==> config.mk <==
export PLATFORM = sky130hd
export DESIGN_NAME = simpleserial_host
export DESIGN_NICKNAME = d
export VERILOG_FILES = /design/src/rtl/simpleserial_host.sv
export SDC_FILE = /design/constraint.sdc
export NUM_CORES = 1
export LEC_CHECK = 0
export BUFFER_PORTS_ARGS = -buffer_cell sky130_fd_sc_hd__buf_2
export CORE_ASPECT_RATIO = 0.6
export CORE_MARGIN = 2
export CORE_UTILIZATION = 61
export DETAILED_ROUTE_END_ITERATION = 8
export HOLD_SLACK_MARGIN = 0.12
export PLACE_DENSITY = 0.85
export SLEW_MARGIN = 20
export SYNTH_ARGS = -nofsm -noshare
export SYNTH_HDL_FRONTEND = slang
export SYNTH_SLANG_ARGS = --single-unit
==> constraint.sdc <==
create_clock -name clk -period 5.4 [get_ports clk]
set_clock_uncertainty 0.2 [all_clocks]
set_input_delay 1.08 -clock clk [delete_from_list [all_inputs] [get_ports clk]]
set_output_delay 1.08 -clock clk [all_outputs]
set_load 0.1 [all_outputs]
==> src/rtl/simpleserial_host.sv <==
// SimpleSerial v1.0 host engine: sends k/p command frames through a byte UART
// and parses the target's r<32 hex>\n reply into a 128-bit ciphertext.
module simpleserial_host #(
  parameter logic [23:0] RESP_TIMEOUT = 24'd1_000_000
) (
  input  logic         clk,
  input  logic         rst_n,
  input  logic [127:0] key,
  input  logic         load_key,
  input  logic [127:0] pt,
  input  logic         start,
  output logic         busy,
  output logic [127:0] ct,
  output logic         ct_valid,
  output logic         err,
  output logic [1:0]   err_code,
  output logic [7:0]   tx_data,
  output logic         tx_start,
  input  logic         tx_busy,
  input  logic [7:0]   rx_data,
  input  logic         rx_ready
);

  typedef enum logic [2:0] {
    IDLE, TX_BYTE, TX_GAP, RX_WAIT_R, RX_HEX, RX_NL
  } state_t;

  state_t         state, state_n;
  logic [5:0]     byte_idx;
  logic [127:0]   shift;
  logic [127:0]   pt_hold;
  logic           is_key;
  logic           pend;
  logic [127:0]   shadow;
  logic [4:0]     nib_cnt;
  logic [23:0]    timer;
  logic [7:0]     cur_byte;
  logic           rx_hex_ok;
  logic [3:0]     rx_nib;
  logic           rx_state;
  logic           accept;
  logic           done_set;
  logic           err_set;
  logic [1:0]     err_code_n;

  assign busy     = (state != IDLE);
  assign rx_state = (state == RX_WAIT_R) || (state == RX_HEX) || (state == RX_NL);

  // Byte to transmit: command char, lowercase hex of the top nibble, or newline
  always_comb begin
    if (byte_idx == 6'd0)
      cur_byte = is_key ? 8'h6B : 8'h70;
    else if (byte_idx == 6'd33)
      cur_byte = 8'h0A;
    else if (shift[127:124] < 4'd10)
      cur_byte = {4'h3, shift[127:124]};
    else
      cur_byte = {4'h6, shift[127:124] - 4'd9};
  end

  // Decode an incoming ASCII hex digit of either case into a nibble
  always_comb begin
    rx_hex_ok = 1'b1;
    rx_nib    = 4'h0;
    if (rx_data >= 8'h30 && rx_data <= 8'h39)
      rx_nib = rx_data[3:0];
    else if ((rx_data >= 8'h61 && rx_data <= 8'h66) ||
             (rx_data >= 8'h41 && rx_data <= 8'h46))
      rx_nib = rx_data[3:0] + 4'd9;
    else
      rx_hex_ok = 1'b0;
  end

  // State register; reset abandons any frame so tx_start drops immediately
  always_ff @(posedge clk or negedge rst_n) begin
    if (!rst_n) state <= IDLE;
    else        state <= state_n;
  end

  // Next-state and strobe logic; a good newline beats a simultaneous timeout
  always_comb begin
    state_n    = state;
    tx_start   = 1'b0;
    tx_data    = 8'h00;
    accept     = 1'b0;
    done_set   = 1'b0;
    err_set    = 1'b0;
    err_code_n = 2'd0;
    case (state)
      IDLE: begin
        if (load_key || start) begin
          accept  = 1'b1;
          state_n = TX_BYTE;
        end
      end
      TX_BYTE: begin
        tx_data = cur_byte;
        if (!tx_busy) begin
          tx_start = 1'b1;
          if (byte_idx == 6'd33) begin
            if (!is_key)   state_n = RX_WAIT_R;
            else if (pend) state_n = TX_GAP;
            else           state_n = IDLE;
          end else begin
            state_n = TX_GAP;
          end
        end
      end
      TX_GAP: state_n = TX_BYTE;
      RX_WAIT_R: begin
        if (rx_ready && rx_data == 8'h72) state_n = RX_HEX;
      end
      RX_HEX: begin
        if (rx_ready) begin
          if (!rx_hex_ok) begin
            err_set    = 1'b1;
            err_code_n = 2'd1;
            state_n    = IDLE;
          end else if (nib_cnt == 5'd31) begin
            state_n = RX_NL;
          end
        end
      end
      RX_NL: begin
        if (rx_ready) begin
          if (rx_data == 8'h0A) begin
            done_set = 1'b1;
            state_n  = IDLE;
          end else begin
            err_set    = 1'b1;
            err_code_n = 2'd2;
            state_n    = IDLE;
          end
        end
      end
      default: state_n = IDLE;
    endcase
    if (rx_state && timer == RESP_TIMEOUT - 24'd1 && !done_set && !err_set) begin
      err_set    = 1'b1;
      err_code_n = 2'd3;
      state_n    = IDLE;
    end
  end

  // Datapath: request capture, frame sequencing, reply shadowing and result pulses
  always_ff @(posedge clk or negedge rst_n) begin
    if (!rst_n) begin
      byte_idx <= 6'd0;
      shift    <= 128'd0;
      pt_hold  <= 128'd0;
      is_key   <= 1'b0;
      pend     <= 1'b0;
      shadow   <= 128'd0;
      nib_cnt  <= 5'd0;
      timer    <= 24'd0;
      ct       <= 128'd0;
      ct_valid <= 1'b0;
      err      <= 1'b0;
      err_code <= 2'd0;
    end else begin
      ct_valid <= done_set;
      err      <= err_set;
      if (err_set)  err_code <= err_code_n;
      if (done_set) ct       <= shadow;
      case (state)
        IDLE: begin
          if (accept) begin
            byte_idx <= 6'd0;
            if (load_key) begin
              shift   <= key;
              is_key  <= 1'b1;
              pend    <= start;
              pt_hold <= pt;
            end else begin
              shift  <= pt;
              is_key <= 1'b0;
              pend   <= 1'b0;
            end
          end
        end
        TX_BYTE: begin
          if (tx_start) begin
            if (byte_idx == 6'd33) begin
              byte_idx <= 6'd0;
              timer    <= 24'd0;
              if (is_key && pend) begin
                shift  <= pt_hold;
                is_key <= 1'b0;
                pend   <= 1'b0;
              end
            end else begin
              byte_idx <= byte_idx + 6'd1;
              if (byte_idx != 6'd0) shift <= {shift[123:0], 4'h0};
            end
          end
        end
        RX_WAIT_R, RX_HEX, RX_NL: begin
          timer <= timer + 24'd1;
          if (state == RX_WAIT_R) nib_cnt <= 5'd0;
          if (state == RX_HEX && rx_ready && rx_hex_ok) begin
            shadow  <= {shadow[123:0], rx_nib};
            nib_cnt <= nib_cnt + 5'd1;
          end
        end
        default: ;
      endcase
    end
  end

endmodule

; Yosys cells after proc, flatten, opt, wreduce, memory -nomap -nowiden
; Index checks and enable logic that the tools add are counted.
[word_totals]
regBits = 556
input_bits = 270
[op_classes]
n_addsub = 5
order_cmp = 7
eq_ne = 22
n_mux = 65
reduce_logical = 32
[op_table]
columns = cell, count
row1 = two-way mux 128 bit, 6
row2 = case mux 128 bit (2 select lines), 1
row3 = two-way mux 24 bit, 2
row4 = case mux 24 bit (2 select lines), 1
row5 = two-way mux 3 bit, 9
row6 = "adder 24 x 1 -> 24 bit, second input constant", 1
row7 = "== test 24 x 20 -> 1 bit, second input constant", 1
row8 = two-way mux 1 bit, 23
row9 = two-way mux 6 bit, 3
row10 = "inequality test 3 bit, second input constant", 6
row11 = case mux 3 bit (6 select lines), 1
row12 = ">= comparator 8 x 7 -> 1 bit, second input constant", 2
row13 = "less-or-equal comparator 8 x 7 -> 1 bit, second input constant", 2
row14 = two-way mux 8 bit, 2
row15 = two-way mux 5 bit, 3
row16 = two-way mux 7 bit, 2
row17 = case mux 6 bit (2 select lines), 1
row18 = logical AND 1 bit, 10
row19 = two-way mux 2 bit, 5
row20 = AND reduction 5 bit, 2
row21 = AND reduction 3 bit, 3
row22 = "== test 8 x 4 -> 1 bit, second input constant", 1
row23 = "== test 8 x 7 -> 1 bit, second input constant", 1
row24 = ">= comparator 8 x 6 -> 1 bit, second input constant", 1
row25 = 27 further kinds, 42

; Logic depth before layout (Yosys ltp)
; Gate-level depths: netlist (run 1).
[depth]
depth_word = 12
depth_mapped = 10
mapped_depth_nobuf = 7

; Worst setup path before layout (run 1)
; OpenSTA, ideal clock, no wires.
[synth_path]
kind = flip-flop to output port
start = reg byte_idx[2]
end = out tx_data[1]
t_arrival_ns = 3.344
t_required_ns = 4.120
path_slack_ns = 0.776
stages_incl_launch_ff = 8
path_buffers = 3
cell_sequence = dfrtp_1 or3_1 clkbuf_1 nor2_1 buf_2 buf_1 nor2_1 a21oi_1
[synth_between]
elab_chain_len = 4
word_cells_on_any_way = 5
cone_classes = eq/ne: 1 / mux: 3 / reduce/logical: 1
[synth_rtl]
columns = item, line
row1 = start: declaration, 29  ; logic [5:0] byte_idx;
row2 = start signal: assignment, 192  ; byte_idx <= byte_idx + 6'd1;
row3 = == test 6 bit, 53  ; else if (byte_idx == 6'd33)
row4 = two-way mux 7 bit, 53
row5 = two-way mux 8 bit (*), 51  ; if (byte_idx == 6'd0)
row6 = two-way mux 8 bit (*), 89  ; case (state)
row7 = end: declaration, 17  ; output logic [7:0] tx_data,
; Mark *: on every way between the ends. The rest lies on a longest branch, timed or not.

; Final worst setup path (run 1)
[layout_path]
start = reg byte_idx[2]
end = out tx_data[6]
; The elaborated chain is that of the path after synthesis.

==> results of run 1 <==
[final cells by class]
cell class	instances	area share (%)
clock inverters	26	0.873
inverters	13	0.164
well taps	560	2.36
multi-input cells	1389	36.7
clock buffers	68	4.68
repair buffers	439	8.09
flip-flops and latches	556	46.9
diodes	26	0.219
[cell families (layout without fill, tap and decap cells)]
logic type | count (synthesis) | after routing | synth area share (%)
DFF | 556 | 556 | 54.6
muxes | 514 | 514 | 22.7
and+or+nand+nor | 512 | 512 | 9.46
AOI/OAI and AO/OA | 326 | 326 | 8.98
buffers and inverters | 168 | 546 | 2.93
xor gates and xnor gates | 25 | 25 | 0.859
adders and majority gates | 11 | 11 | 0.540
other | 1 | 27 | 0.0147
[registers in the layout (all words and copies together) (netlist names), 2 cells and up]
register	count
byte_idx	6
shift	128
err_code	2
state	3
shadow	128
nib_cnt	5
timer	24
ct	128
pt_hold	128
[stage by stage]
step	util, %	worst slack (ns)	instances	power [W]
after floorplan	-	0.776	2113	0.00941
after global placement	68.4	1.48	2957	0.0102
after detailed placement	68.4	1.40	2957	0.0105
after CTS	72.5	1.18	3051	0.0141
after global routing	72.6	0.966	3073	0.0148
final	72.6	1.16	3077	0.0140
[synthesized netlist by cell type (13+ instances only)]
| library cell | instances |
|---|---|
| dfrtp_1 | 556 |
| mux2_2 | 504 |
| nand2_1 | 273 |
| nor2b_1 | 129 |
| a211oi_1 | 127 |
| a31oi_1 | 126 |
| clkbuf_1 | 117 |
| nor2_1 | 36 |
| o21ai_0 | 28 |
| nand3_1 | 17 |
| nor3_1 | 16 |
| buf_1 | 14 |
| inv_1 | 13 |
| xor2_1 | 13 |
[path summary, 6_finish.rpt]
check                                         from                 endpoint  cells after the start  slack, ns
setup reg to reg              state[2]$_DFFE_PN0P_    shift[27]$_DFFE_PN0P_                      6       1.88
min in group asynchronous                    rst_n   shift[118]$_DFFE_PN0P_                      1       0.31
setup / recovery           byte_idx[2]$_DFFE_PN0P_               tx_data[6]                      5       1.16
hold reg to reg            shadow[126]$_DFFE_PN0P_  shadow[126]$_DFFE_PN0P_                      1       0.30
max in group asynchronous                    rst_n    shift[25]$_DFFE_PN0P_                      2       3.41
hold / removal             shadow[126]$_DFFE_PN0P_  shadow[126]$_DFFE_PN0P_                      1       0.30
[critical path, stage by stage, from the launching register on]
cell	delay, ns
dfrtp_1	0.45
nor3_1	0.51
nand3_4	0.68
a21oi_1	0.36
nor2_1	0.08
buf_2	0.31
[report_power, final]
part / switching, W / total (W) / internal, W
Sequential: 0.000663 / 0.00595 / 0.00529
Clock: 0.00163 / 0.00359 / 0.00197
Combinational: 0.00237 / 0.00448 / 0.00212
Total: 0.00466 / 0.0140 / 0.00938
[per-layer routing]
| layer | GRT usage (%) | part of all wire (%) |
|---|---|---|
| met5 | 0 | 0.081 |
| met4 | 10.4 | 3.2 |
| met3 | 6.15 | 5.7 |
| met2 | 47.5 | 49 |
| met1 | 38.9 | 42 |
==> results.ini, run 1 <==
[yosys]
synth_top_area_share_pct = 54.6
synthTopCellsByArea = dfrtp_1, mux2_2, nand2_1
synthArstFlopShare_pct = 100
synthesis.area_um2 = 25500
synth_top_cell_by_area = dfrtp_1
synth_seq_cells = 556
ys_warn_count = 0
synthCells = 2113
synth.net_count = 2394
ys_types = 53
syn_area_per_cell_um2 = 12.1
synth-edff-count = 0
ys.flop_type = dfrtp_1
seq_area_frac_synth_pct = 54.6

[timing]
maxSlewViolCount = 0
fin_tns_setup_ns = 0
setup_viol = 0
fmax_mhz = 236
fin_crit_sh_pct = 78.5
worst_slew_pin_slew_ns = 1.06
rsz0062_at_grt = false
whs_ns = 0.297
hold_violations = 0
fin_crit_ns = 4.24
relSlewSlack_pct = 29.5

[job]
drv_cap = 0

[cts]
cts_root_buf = clkbuf_16
cts_max_path_buffers = 3
clk_pin_slew_ns = 0.07
holdBufCountCts = 0
clkLatencyLatePin_ns = 0.59
cts_made_buffers = 50
cts_tree = built
cts_sinks = 556
htreeDepth = 2
post_cts_buffers = 0
cts-resized-gates = 0

[final_layout]
drive_above_1_share_pct = 41.8
multi_input_area_um2 = 10900
fillers = 2696
final_nets = 2730
register_area_um2 = 13900
final_area_um2 = 29700
area_delta_synth_final_pct = 16.4
most-common-layout-cells = dfrtp_1, mux2_2, buf_2, nand2_1, nor2b_1
layout_commonest_cell = dfrtp_1

[global_route]
grt_usage_pct = 29.1
grt_pass1_vias = 18700
overflow = 0
grt_pass1_wl_um = 101000
antenna_found_initial = 30
grt_max_degree = 211

[routing]
wl_per_cell_um = 20.6
ant_nets = 0
wl_um = 63200
firstDrtPassIters = 5
viasPerCell = 5.90
vias = 18100
drc = 0
drt-initial-drc-count = 1424

[worst_setup_path]
start_kind = flop
path_class = reg -> out
crit_arrival_ns = 2.96
cp_max_fo = 56
cp.required_ns = 4.12
cp-end-kind = primary output

[die]
die_w_um = 268
start_util_pct = 62.4
fp.dieH_um = 162
num_rows = 57
die-area_um2 = 43500
ios = 412
placeableCoreArea_um2 = 40900

[power_and_ir_drop]
ir_worst_vdd_mv = 0.556
power_density_nw_per_um2 = 473
p_leak_nw = 14.1

[placed_design]
post_dp_cell_area_um2 = 28000
gp_congestion = 0.852
dpl.hpwl_um = 41500
portBuffers = 410

[status]
status = finished, final reports clean

[hold_path]
hp-class = reg -> reg

Note: power is estimated with default switching activity, not from simulation.
==> run 2, diff against run 1 <==
--- a/config.mk
+++ b/config.mk
@@ -8,10 +8,10 @@
 export BUFFER_PORTS_ARGS = -buffer_cell sky130_fd_sc_hd__buf_2
 export CORE_ASPECT_RATIO = 0.6
 export CORE_MARGIN = 2
-export CORE_UTILIZATION = 61
+export CORE_UTILIZATION = 57
 export DETAILED_ROUTE_END_ITERATION = 8
 export HOLD_SLACK_MARGIN = 0.12
-export PLACE_DENSITY = 0.85
+export PLACE_DENSITY = 0.8
 export SLEW_MARGIN = 20
 export SYNTH_ARGS = -nofsm -noshare
 export SYNTH_HDL_FRONTEND = slang
==> constraint.sdc (replaced) <==
create_clock -name clk -period 4.25 [get_ports clk]
set_clock_uncertainty 0.2 [all_clocks]
set_input_delay 0.85 -clock clk [delete_from_list [all_inputs] [get_ports clk]]
set_output_delay 0.85 -clock clk [all_outputs]
set_load 0.1 [all_outputs]
==> run 2 against run 1 <==
  * Cell count grew 0.97%
  * Clock power grew 35%
  * Worst setup slack lost 0.97 ns
  * Count of clock-buffer cells in the layout grew 3
  * Worst hold slack lost 0.17 ns
  * Flip-flop and latch count is the same
  * Register-to-register slack lost 0.91 ns
  * Combinational power grew 27%
  * Via count grew 0.62%
  * Sequential share of layout area shrank 0.47 points
  * Total power grew 29%
==> results.ini, run 2 (synthesis results as in run 1) <==
[final_layout]
drive_above_1_share_pct = 42.2
area_delta_synth_final_pct = 17.5
layout_commonest_cell = dfrtp_1
final_nets = 2745
utilization_pct = 68.5
finalNonFillerCells = 3107
most-common-layout-cells = dfrtp_1, mux2_2, buf_2, nand2_1, nor2b_1

[die]
num_rows = 59
placeableCoreArea_um2 = 43800
fp.dieH_um = 168
ios = 412
die-area_um2 = 46500
start_util_pct = 58.3
die_w_um = 277

[power_and_ir_drop]
power_density_nw_per_um2 = 604
ir_worst_vdd_mv = 0.461
p_leak_nw = 14.3

[worst_setup_path]
cp-end-kind = primary output
cp.required_ns = 3.20
crit_arrival_ns = 3.01
rrSetupSlack_ns = 0.97
cp_max_fo = 21
reg2reg_depth = 8
reg2reg_from = byte_idx[1]$_DFFE_PN0P_
path_class = reg -> out
cp-endpoint = tx_data[1]
start_kind = flop
startpoint = byte_idx[2]$_DFFE_PN0P_
worst_r2r_endpoint = shift[15]$_DFFE_PN0P_

[cts]
cts_made_buffers = 50
clkLatencyLatePin_ns = 0.59
cts-resized-gates = 0
cts_sinks = 556
htreeDepth = 2
cts_tree = built
holdBufCountCts = 0
cts_max_path_buffers = 3
clk_pin_slew_ns = 0.06
cts_root_buf = clkbuf_16
post_cts_buffers = 0

[placed_design]
placedCellCount = 2991
dpl.hpwl_um = 42300
portBuffers = 410
gp_congestion = 0.877

[timing]
fin_tns_setup_ns = 0
setup_viol = 0
worst_slew_pin_slew_ns = 1.09
fin_crit_ns = 4.06
fin_crit_sh_pct = 95.6
maxSlewViolCount = 0
hold_violations = 0
fmax_mhz = 246
relSlewSlack_pct = 27.2
rsz0062_at_grt = false

[global_route]
grt_max_degree = 218
grt_pass1_vias = 19000
antenna_found_initial = 28
grt_usage_pct = 27.2
grt_pass1_wl_um = 102000
overflow = 0

[routing]
wl_um = 63200
vias = 18300
ant_nets = 0
firstDrtPassIters = 5
wl_per_cell_um = 20.3
drt-initial-drc-count = 1569
drc = 0
viasPerCell = 5.88

[status]
status = finished, final reports clean

[job]
drv_cap = 0

[hold_path]
hp-class = in -> async

run 2: metrics by stage:
stage / power [W] / hold slack [ns] / area [um^2] / worst slack (ns)
floorplan: 0.0120 / 0.259 / 25500 / -0.144
global placement: 0.0130 / 0.273 / 28200 / 0.755
detailed placement: 0.0133 / 0.288 / 28200 / 0.654
CTS: 0.0182 / 0.149 / 29900 / 0.238
global route: 0.0191 / 0.185 / 30000 / 0.105
finish: 0.0181 / 0.129 / 30000 / 0.186
run 2: cell type report:
class | instances | area, um^2
diodes | 23 | 57.6
clock buffers | 71 | 1460
clock inverters | 22 | 308
fillers | 3121 | 13800
inverters | 13 | 48.8
multi-input cells | 1389 | 10900
flip-flops and latches | 556 | 13900
well taps | 579 | 724
repair buffers | 454 | 2560
run 2: worst min path at each step:
stage                             from                  endpoint  slack, ns  cells past startpoint
2_1_floorplan  shadow[124]$_DFFE_PN0P_   shadow[124]$_DFFE_PN0P_       0.26                      1
3_3_place_gp   shadow[125]$_DFFE_PN0P_   shadow[125]$_DFFE_PN0P_       0.27                      1
3_5_place_dp   shadow[124]$_DFFE_PN0P_   shadow[124]$_DFFE_PN0P_       0.29                      1
4_1_cts                          rst_n  pt_hold[114]$_DFFE_PN0P_       0.15                      1
5_1_grt                          rst_n    shift[107]$_DFFE_PN0P_       0.19                      1
6_report                         rst_n    shift[110]$_DFFE_PN0P_       0.13                      1
run 2: critical path, cell delays in order, from the launching register on:
cell and delay (ns):
dfrtp_1 0.47, or3_1 0.49, nor2_4 0.56, nor2_1 0.19
a21oi_1 0.24, buf_2 0.47
run 2: power breakdown:
part	total [W]	switching (W)	leakage, nW	internal (W)
Clock	0.00485	0.00207	0.878	0.00278
Combinational	0.00569	0.00301	6.21	0.00269
Sequential	0.00757	0.000843	7.16	0.00672
run 2: routing by layer:
metal | track usage (%) | share of wire (%) | vias to the layer above
li1 | - | - | 8283
met2 | 45.6 | 49 | 531
met5 | 0 | 0.021 | -
met1 | 36.1 | 43 | 9284
met4 | 10.1 | 3.4 | 2
met3 | 4.34 | 4.6 | 154
